--- src/rtl/esfa_pkg.sv ---
// Shared definitions for the ESFA self-test block: defaults, op/state enums and the fixed script.
package esfa_pkg;

  localparam int unsigned DATA_W_DEF       = 8;
  localparam int unsigned ARRAY_SIZE_DEF   = 8;
  localparam int unsigned MAX_VERSIONS_DEF = 8;
  localparam int unsigned SCRIPT_LEN       = 12;

  typedef enum logic {
    OP_UPD = 1'b0,
    OP_LKP = 1'b1
  } op_t;

  typedef struct packed {
    op_t        op;
    logic [7:0] ver;
    logic [7:0] idx;
    logic [7:0] val;
  } script_t;

  typedef enum logic [2:0] {
    ST_IDLE  = 3'd0,
    ST_INIT  = 3'd1,
    ST_ISSUE = 3'd2,
    ST_CHECK = 3'd3,
    ST_DONE  = 3'd4
  } state_t;

  // For UPD entries val is the element written; for LKP entries it is the expected read value.
  localparam script_t [0:SCRIPT_LEN-1] SCRIPT = '{
    '{OP_UPD, 8'd0, 8'd0, 8'h11},
    '{OP_UPD, 8'd1, 8'd1, 8'h22},
    '{OP_UPD, 8'd0, 8'd0, 8'h33},
    '{OP_LKP, 8'd1, 8'd0, 8'h11},
    '{OP_LKP, 8'd2, 8'd1, 8'h22},
    '{OP_LKP, 8'd2, 8'd0, 8'h11},
    '{OP_LKP, 8'd3, 8'd0, 8'h33},
    '{OP_LKP, 8'd3, 8'd1, 8'h00},
    '{OP_LKP, 8'd0, 8'd0, 8'h00},
    '{OP_UPD, 8'd2, 8'd7, 8'h7F},
    '{OP_LKP, 8'd4, 8'd7, 8'h7F},
    '{OP_LKP, 8'd4, 8'd1, 8'h22}
  };

endpackage

--- src/rtl/esfa_core.sv ---
// Versioned functional array: every update creates a new row copied from an older version.
module esfa_core
  import esfa_pkg::*;
#(
  parameter int unsigned DATA_W       = DATA_W_DEF,
  parameter int unsigned ARRAY_SIZE   = ARRAY_SIZE_DEF,
  parameter int unsigned MAX_VERSIONS = MAX_VERSIONS_DEF,
  parameter int unsigned VER_W        = $clog2(MAX_VERSIONS),
  parameter int unsigned IDX_W        = $clog2(ARRAY_SIZE)
) (
  input  logic              clk,
  input  logic              reset,
  input  logic              clear,
  input  logic              upd_en,
  input  logic [VER_W-1:0]  ver,
  input  logic [IDX_W-1:0]  idx,
  input  logic [DATA_W-1:0] wdata,
  output logic [DATA_W-1:0] rdata,
  output logic              error
);

  localparam int unsigned NF_W = $clog2(MAX_VERSIONS + 1);

  logic [DATA_W-1:0] r_mem [MAX_VERSIONS][ARRAY_SIZE];
  logic [NF_W-1:0]   r_next_free;
  logic              r_error;
  logic              w_ver_bad;
  logic              w_full;

  assign w_ver_bad = (NF_W'(ver) >= r_next_free);
  assign w_full    = (r_next_free == NF_W'(MAX_VERSIONS));
  assign rdata     = r_mem[ver][idx];
  assign error     = r_error;

  // Any cycle without an update is treated as a lookup of ver, so idle callers must park ver at 0.
  always_ff @(posedge clk) begin
    if (reset || clear) begin
      for (int unsigned v = 0; v < MAX_VERSIONS; v++)
        for (int unsigned j = 0; j < ARRAY_SIZE; j++)
          r_mem[v][j] <= '0;
      r_next_free <= NF_W'(1);
      r_error     <= 1'b0;
    end else if (upd_en) begin
      if (w_full || w_ver_bad) begin
        r_error <= 1'b1;
      end else begin
        for (int unsigned j = 0; j < ARRAY_SIZE; j++)
          r_mem[r_next_free[VER_W-1:0]][j] <= (IDX_W'(j) == idx) ? wdata : r_mem[ver][j];
        r_next_free <= r_next_free + NF_W'(1);
      end
    end else if (w_ver_bad) begin
      r_error <= 1'b1;
    end
  end

endmodule

--- src/rtl/esfa_top.sv ---
// Self-test sequencer: replays the constant script against esfa_core and reports pass/fail.
module esfa_top
  import esfa_pkg::*;
#(
  parameter int unsigned DATA_W       = DATA_W_DEF,
  parameter int unsigned ARRAY_SIZE   = ARRAY_SIZE_DEF,
  parameter int unsigned MAX_VERSIONS = MAX_VERSIONS_DEF
) (
  input  logic clk,
  input  logic reset,
  input  logic doRun,
  output logic isRunning,
  output logic wasSuccessful
);

  localparam int unsigned VER_W = $clog2(MAX_VERSIONS);
  localparam int unsigned IDX_W = $clog2(ARRAY_SIZE);

  state_t            r_state;
  logic [3:0]        r_ptr;
  logic              r_mismatch;
  logic              r_success;

  logic              w_active;
  logic              w_is_lkp;
  logic              w_upd_en;
  logic              w_clear;
  logic              w_lkp_bad;
  logic              w_error;
  logic [VER_W-1:0]  w_ver;
  logic [IDX_W-1:0]  w_idx;
  logic [DATA_W-1:0] w_wdata;
  logic [DATA_W-1:0] w_rdata;

  assign w_active  = (r_state == ST_ISSUE) || (r_state == ST_CHECK);
  assign w_is_lkp  = (SCRIPT[r_ptr].op == OP_LKP);
  assign w_upd_en  = (r_state == ST_ISSUE) && !w_is_lkp;
  assign w_clear   = (r_state == ST_INIT);
  assign w_ver     = w_active ? VER_W'(SCRIPT[r_ptr].ver) : '0;
  assign w_idx     = w_active ? IDX_W'(SCRIPT[r_ptr].idx) : '0;
  assign w_wdata   = DATA_W'(SCRIPT[r_ptr].val);
  assign w_lkp_bad = (r_state == ST_CHECK) && w_is_lkp && (w_rdata != DATA_W'(SCRIPT[r_ptr].val));

  assign isRunning     = (r_state == ST_INIT) || w_active;
  assign wasSuccessful = r_success;

  esfa_core #(
    .DATA_W       (DATA_W),
    .ARRAY_SIZE   (ARRAY_SIZE),
    .MAX_VERSIONS (MAX_VERSIONS)
  ) u_core (
    .clk    (clk),
    .reset  (reset),
    .clear  (w_clear),
    .upd_en (w_upd_en),
    .ver    (w_ver),
    .idx    (w_idx),
    .wdata  (w_wdata),
    .rdata  (w_rdata),
    .error  (w_error)
  );

  always_ff @(posedge clk) begin
    if (reset) begin
      r_state    <= ST_IDLE;
      r_ptr      <= '0;
      r_mismatch <= 1'b0;
      r_success  <= 1'b0;
    end else begin
      case (r_state)
        ST_IDLE: begin
          if (doRun) begin
            r_state   <= ST_INIT;
            r_success <= 1'b0;
          end
        end
        ST_INIT: begin
          r_ptr      <= '0;
          r_mismatch <= 1'b0;
          r_state    <= ST_ISSUE;
        end
        ST_ISSUE: r_state <= ST_CHECK;
        ST_CHECK: begin
          if (w_lkp_bad) r_mismatch <= 1'b1;
          // The last op's own compare result is folded in directly, as r_mismatch is not yet updated.
          if (r_ptr == 4'(SCRIPT_LEN - 1)) begin
            r_state   <= ST_DONE;
            r_success <= !(r_mismatch || w_lkp_bad || w_error);
          end else begin
            r_ptr   <= r_ptr + 4'd1;
            r_state <= ST_ISSUE;
          end
        end
        ST_DONE: if (!doRun) r_state <= ST_IDLE;
        default: r_state <= ST_IDLE;
      endcase
    end
  end

endmodule

--- config.mk ---
export PLATFORM = sky130hd
export DESIGN_NAME = esfa_top
export DESIGN_NICKNAME = d
export VERILOG_FILES = /design/src/rtl/esfa_pkg.sv /design/src/rtl/esfa_core.sv /design/src/rtl/esfa_top.sv
export SDC_FILE = /design/constraint.sdc
export NUM_CORES = 1
export LEC_CHECK = 0
export BUFFER_PORTS_ARGS = -buffer_cell sky130_fd_sc_hd__buf_4
export CORE_MARGIN = 2
export CORE_UTILIZATION = 45
export DETAILED_ROUTE_END_ITERATION = 10
export SETUP_SLACK_MARGIN = 0.5
export SLEW_MARGIN = 20
export SYNTH_ARGS = -nofsm -noshare
export SYNTH_HDL_FRONTEND = slang
export SYNTH_SLANG_ARGS = --single-unit
--- constraint.sdc ---
create_clock -name clk -period 4.05 [get_ports clk]
set_input_delay 0.6075 -clock clk [delete_from_list [all_inputs] [get_ports clk]]
set_output_delay 0.6075 -clock clk [all_outputs]
set_load 0.02 [all_outputs]
# After elaboration in Yosys (flattened, before gate mapping)
# Memory sizes are Yosys's and may differ from the RTL's.
# Index checks and enable logic that the tools add are counted.
[word_totals] out_inout_bits=2 regBits=14 memories=2 input_bits=3 ramBits=512 word_cells=97 rom_bits=400
[op_classes] n_mux=38 n_reduce_logical=23 n_bitwise=3 eq_ne=20 n_lt_le_gt_ge=3 addsub=2
[memory_table] name="u_core.r_mem" depth=8 word_bits=64 read_ports=1 rd_clocked_by_memory_dff=0 write_ports=8 line_no="esfa_core.sv:24" text="logic [DATA_W-1:0] r_mem [MAX_VERSIONS][ARRAY_SIZE];"
[memory_table] name="(no name shown)" depth=16 word_bits=25 read_ports=1 rd_clocked_by_memory_dff=0 write_ports=0 line_no="esfa_top.sv:42" text="assign w_lkp_bad = (r_state == ST_CHECK) && w_is_lkp && (w_rdata != DATA_W'(SCRIPT[r_ptr].val));"
[op_table] op="$mux W8" n=10
[op_table] op="$mux W64" n=1
[op_table] op="$reduce_or A64 Y1" n=1
[op_table] op="$mux W25" n=2
[op_table] op="$bmux W8 S3" n=1
[op_table] op="$mux W3" n=6
[op_table] op="$pmux W3 S5" n=1
[op_table] op="$mux W1" n=13
[op_table] op="$eq A3 B3 Y1 const A" n=4
[op_table] op="$ne A2 B2 Y1 const B" n=5
[op_table] op="$reduce_and A2 Y1" n=5
[op_table] op="$add A4 B1 Y4 const B" n=2
[op_table] op="$eq A4 B4 Y1 const B" n=2
[op_table] op="$ne A8 B8 Y1" n=1
[op_table] op="$pmux W4 S2" n=1
[op_table] op="$eq A2 B3 Y1 const A" n=2
[op_table] op="$eq A3 B2 Y1 const B" n=2
[op_table] op="$logic_not A3 Y1" n=2
[op_table] op="$logic_or A1 B1 Y1" n=6
[op_table] op="$reduce_bool A2 Y1" n=3
[op_table] op="$ge A5 B5 Y1 const B" n=1
[op_table] op="$not A4 Y5" n=1
[op_table] op="$ge A3 B4 Y1" n=1
[op_table] op="$ge A4 B4 Y1 const B" n=1
[op_table] op="other kinds (11)" n=15

# Longest topological paths before layout
[depth] depth_word=16 ltp_mapped=18 mapped_depth_nobuf=13

# Hierarchy
# A second synthesis with hierarchy kept.
[unflattened] hier_cells=1695 hier_area_um2=23815.3
[modules_own_cells] module="esfa_core" seq_area_each_um2=15474.8 area_per_inst_um2=23112.2 cells_each=1604 n_inst=1
[modules_own_cells] module="esfa_top" seq_area_each_um2=180.2 area_per_inst_um2=703.2 cells_each=91 n_inst=1

# Worst setup path before layout
# Ideal clock, no wire load.
[synth_path] path_type="register to register" from="reg r_ptr[1]" to="mem u_core.r_mem[0][0] (netlist bit), enable pin" synth_period_minus_slack_ps=4502 path_buffers=5 arrival_ps=4112 stages_incl_launch_ff=19 required_time_ps=3661 setup_slack_ps=-452 setup_ps=389 cell_sequence="dfxtp_1 buf_2 inv_1 ha_1 clkbuf_1 mux2_2 nand2_2 inv_2 buf_2 ha_1 a21o_1 a21oi_1 nor2_1 nor3b_2 nand3_1 or3_1 clkbuf_1 clkbuf_1 nand2_1"
[synth_rtl] element="start: declaration" line_no="esfa_top.sv:20" text="logic [3:0] r_ptr;"
[synth_rtl] element="start signal: assignment" line_no="esfa_top.sv:90" text="r_ptr <= r_ptr + 4'd1;"
[synth_rtl] element="end: declaration" line_no="esfa_core.sv:24"

# Worst setup path after layout
[layout_path] from="reg r_ptr[3]" to="reg r_success (netlist: wasSuccessful)"
[layout_via] elab_chain_cells=16 elab_cells_between_ends=22 cone_classes="eq/ne (3); mux (9); bitwise (2); reduce/logical (6); memory (2)"
[layout_lines] element="$not A4 Y5 (not written as such)"
[layout_lines] element="$mem_v2 Z16 W25"
[layout_lines] element="$mux W25 (not written as such) (2 in a row)" line_no="esfa_top.sv:42"
[layout_lines] element="$mux W3, on equally long branches" line_no="esfa_top.sv:39, esfa_top.sv:40"
[layout_lines] element="$mem_v2 Z8 W64 / $not A3 Y4 (equally long branches)"
[layout_lines] element="$bmux W8 S3" line_no="esfa_core.sv:32" text="assign rdata = r_mem[ver][idx];"
[layout_lines] element="$mux W8 (not written as such) (2 in a row)" line_no="esfa_core.sv:32"
[layout_lines] element="$ne A8 B8 Y1" line_no="esfa_top.sv:42"
[layout_lines] element="$logic_and A1 B1 Y1" line_no="esfa_top.sv:42"
[layout_lines] element="$logic_or A1 B1 Y1 (2 in a row)" line_no="esfa_top.sv:88" text="r_success <= !(r_mismatch || w_lkp_bad || w_error);"
[layout_lines] element="$logic_not A1 Y1" line_no="esfa_top.sv:88"
[layout_lines] element="$mux W1" line_no="esfa_top.sv:86" text="if (r_ptr == 4'(SCRIPT_LEN - 1)) begin"
[layout_lines] element="$pmux W1 S2" line_no="esfa_top.sv:70" text="case (r_state)"
[layout_lines] element="end signal: assignment" line_no="esfa_top.sv:88"
[layout_lines] element="end: declaration" line_no="esfa_top.sv:22" text="logic r_success;"
# Several ways; a longest one is shown, not always the timed one. The select of a mux whose other input is x is not followed.
# A chain may end at the register's enable or synchronous reset.

==> results.md <==
* CTS root buffer: clkbuf_16
* Power density over the cells at 445 nW/µm²
* Setup TNS at 0 ns
* Initial antenna violation count at 0
* Internal at 4.07 mW
* Placed cell count at 1,282
* Netlist cell types at 76
* Worst path arrival time at 3.95 ns
* LEAKAGE at 4.12 nW
* Pre-CTS setup slack at 0.448 ns
* Reg power frac at 48.0%
* Hold Crit Class: in2reg
* Yosys top cell area share at 55.6%
* Final nets at 1,008
* Leading post-synthesis cells by cell area: edfxtp_1, nor2_1, dfxtp_1
* Initial drt markers at 841
* Reg2reg setup slack at 0.55 ns
* Avg WL per Cell at 24.4 µm
* Syn nets at 1,034
* EDFF count, synth at 199
* Yosys warnings at 0
* Final setup fails at 0
* Comb pwr share at 9.6%
* TritonCTS buffer count at 24
* Flops & latches, synth at 213
* Outcome: finished clean
* RR Endpoint: wasSuccessful
* Core box area at 23,500 µm²
* Row count at 56
* Drt pass-1 iters at 6
* I/O Buffers at 4
* Worst r2r path cells at 13
* Measured slew at the worst slew-check pin at 0.827 ns
* Fin cells at 1,331
* Die Y at 159 µm
* Post-detail-place hpwl at 18,300 µm
* Boundary Pins at 5
* RSZ-0062 raised after global routing: yes
* Async set or reset register ratio after synthesis at 0%
* Final period utilization at 86.3%
* # diodes at 0
* Crit-path max FO at 20
* Ratio of cells with drive above 1 in the final layout at 14.2%
* Hold Fails Final Rpt at 0
* Sw Ratio at 24.7%
* Post-Syn Instances at 1,020
* Initial core utilization at 45.8%
* Post-CTS setup buffer count at 0
* H-Tree Depth at 1
* Via count at 8,096
* CTS max path bufs at 3
* RR Startpoint: r_ptr[3]
* CTS tree: yes
* Kind of critical path: reg2reg
* Min Tclk post-route at 3.50 ns
* Worst hold start: reset
* Cell Area, Synth at 10,800 µm²
* Global-route wire length before repair at 48,200 µm
* Worst Hold End: r_state[2]
* Slew Viols, Final at 0
* Fillers at 2,086
* DRC Markers at 0
* Drt total wl at 32,500 µm
* Clock power frac at 42.4%
* Worst EP required at 4.50 ns
* Fin worst setup slack at 0.553 ns
* Sw Pwr at 1.33 mW
* Worst Skew at 0.00866 ns
* Peak supply drop at 274 µV
* Worst-Skew Late Latency at 0.52 ns
* Seq/Total Area, Yosys at 58.2%
* Vias in the first global route at 7,867
* Overflow after GRT at 0
* Largest area contributor in the netlist: edfxtp_1
* Vias per cell at 6.08
* WHS Path Cells at 2
* Synthesized area per cell at 10.5 µm²
* CTS clk-pin slew, worst paths at 0.06 ns
* Maximum achievable frequency at 286 MHz
* Relative slew margins at 44.5%
* Routability cong. at 0.893
* Chip Width at 159 µm
* Hold_ws at 0.341 ns
* Clk sinks at 213
* Area Overhead vs Synth at 13.0%
* Ys flop type: edfxtp_1
* Crit path capture type: flop
* Critical Path Source Type: flop
* Max cap viols at 0
* Die area at 25,100 µm²
* Post-route ant nets at 0
* Largest net degree at the start of global routing at 53
* Gr usage total at 25.9%
timing repair:
action | CTS | global route
setup endpoints to repair | 43 | 384
hold buffers | 0 | 0
gates resized for setup | 3 | 20
gates cloned | 0 | 5
pin swaps | 0 | 1
cell families after synthesis:
| family | count (synthesis) | synth area share [%] |
|---|---|---|
| AND/OR/NAND/NOR | 487 | 21.3 |
| multiplexers | 16 | 1.65 |
| XOR/XNOR | 4 | 0.326 |
| buffers and inverters | 105 | 4.64 |
| adder cells (fa/ha/maj) | 11 | 1.28 |
| AO/OA/AOI/OAI | 184 | 12.6 |
| flip-flops | 213 | 58.2 |
area by class of cell:
type | instances | area, µm² | area share (%)
clock buffers | 26 | 629 | 5.18
clock inverters | 18 | 191 | 1.58
inverters | 11 | 56.3 | 0.464
multi-input cells | 707 | 4300 | 35.4
flip-flops and latches | 213 | 6260 | 51.5
well taps | 319 | 399 | 3.29
repair buffers | 37 | 313 | 2.58
layer usage:
layer | up-vias | wire length [µm] | share of wire (%) | global-route usage (%)
li1 | 3685 | - | - | -
met1 | 3943 | 13400 | 41 | 36.3
met2 | 395 | 15000 | 46 | 41.0
met3 | 73 | 2950 | 9.1 | 3.97
met4 | 0 | 1120 | 3.5 | 9.40
met5 | - | 0 | 0 | 0
placed cells by master, fill, tap and decap left out, types with 7 or more instances in the layout:
| master | n |
|---|---|
| nor3_1 | 31 |
| ha_1 | 9 |
| a211oi_1 | 20 |
| clkinv_2 | 8 |
| a31oi_1 | 19 |
| edfxtp_1 | 199 |
| nand4_1 | 7 |
| nand2_1 | 30 |
| o21ai_1 | 7 |
| nand2b_1 | 10 |
| a311oi_1 | 9 |
| nand3_1 | 41 |
| mux2i_1 | 11 |
| dfxtp_1 | 11 |
| nor2b_1 | 21 |
| inv_1 | 7 |
| o21ai_0 | 26 |
| buf_4 | 30 |
| clkbuf_16 | 25 |
| and3_1 | 8 |
| or2_2 | 8 |
| a21oi_1 | 33 |
| nor2_1 | 269 |
| nand2_8 | 10 |
| or3_1 | 7 |
how the worst max path moves through the flow:
| stage | from | end | slack (ns) |
|---|---|---|---|
| after floorplan | r_state[2] | u_core.r_mem[0][0] | 0.43 |
| after global placement | r_ptr[2] | wasSuccessful | 0.49 |
| after detailed placement | r_ptr[2] | wasSuccessful | 0.45 |
| after CTS | r_state[1] | u_core.r_mem[0][55] | 0.52 |
| after global routing | r_ptr[3] | wasSuccessful | 0.46 |
| final | r_ptr[3] | wasSuccessful | 0.55 |
synthesized netlist by cell type, types with 4 or more instances:
library cell / n
nor2_1: 270
edfxtp_1: 199
clkbuf_1: 52
nand3_1: 42
nand2_1: 36
a21oi_1: 33
nor3_1: 31
o21ai_0: 26
nor2b_1: 22
buf_2: 21
a211oi_1: 20
a31oi_1: 19
dfxtp_1: 14
or3_1: 12
ha_1: 11
mux2i_1: 11
nand2b_1: 11
a311oi_1: 9
buf_4: 9
and3_1: 8
inv_1: 8
nor4_1: 8
or2_2: 8
nand4_1: 7
o21ai_1: 7
a2111oi_2: 6
buf_1: 6
buf_6: 6
a32oi_1: 5
nand3b_1: 5
a31o_2: 4
mux2_2: 4
nor4b_1: 4
o21a_1: 4
o31ai_1: 4
stage by stage:
stage | power (mW) | utilization (%) | instance area [µm²]
after floorplan | 2.97 | - | 11000
after global placement | 3.13 | 47.5 | 11200
after detailed placement | 3.13 | 47.5 | 11200
after CTS | 5.39 | 51.1 | 12000
after global routing | 5.55 | 51.7 | 12100
final | 5.40 | 51.7 | 12100
power by group through the flow:
stage / Clock (mW) / Sequential (mW) / Combinational (mW)
2_1_floorplan: 0 / 2.62 / 0.350
3_3_place_gp: 0 / 2.64 / 0.492
3_5_place_dp: 0 / 2.64 / 0.494
4_1_cts: 2.30 / 2.59 / 0.497
5_1_grt: 2.38 / 2.61 / 0.558
6_report: 2.29 / 2.59 / 0.520
critical path, stage by stage (launching register included):
cell and delay (ns):
dfxtp_1 0.34, buf_4 0.29, nand4b_4 0.31, inv_4 0.29
buf_4 0.27, nor2_1 0.06, a2111oi_1 0.57, a211oi_1 0.21
nor4_2 0.35, nand4_1 0.14, o41ai_1 0.09, buf_4 0.18
o2111ai_1 0.14, a21oi_1 0.17
sequential cells by signal, summed over array words and instances (netlist names):
signal              cells
wasSuccessful           1
u_core.r_next_free      4
u_core.error            1
u_core.r_mem          199
r_state                 3
r_ptr                   4
r_mismatch              1
Note: power is estimated with default switching activity, not from simulation.
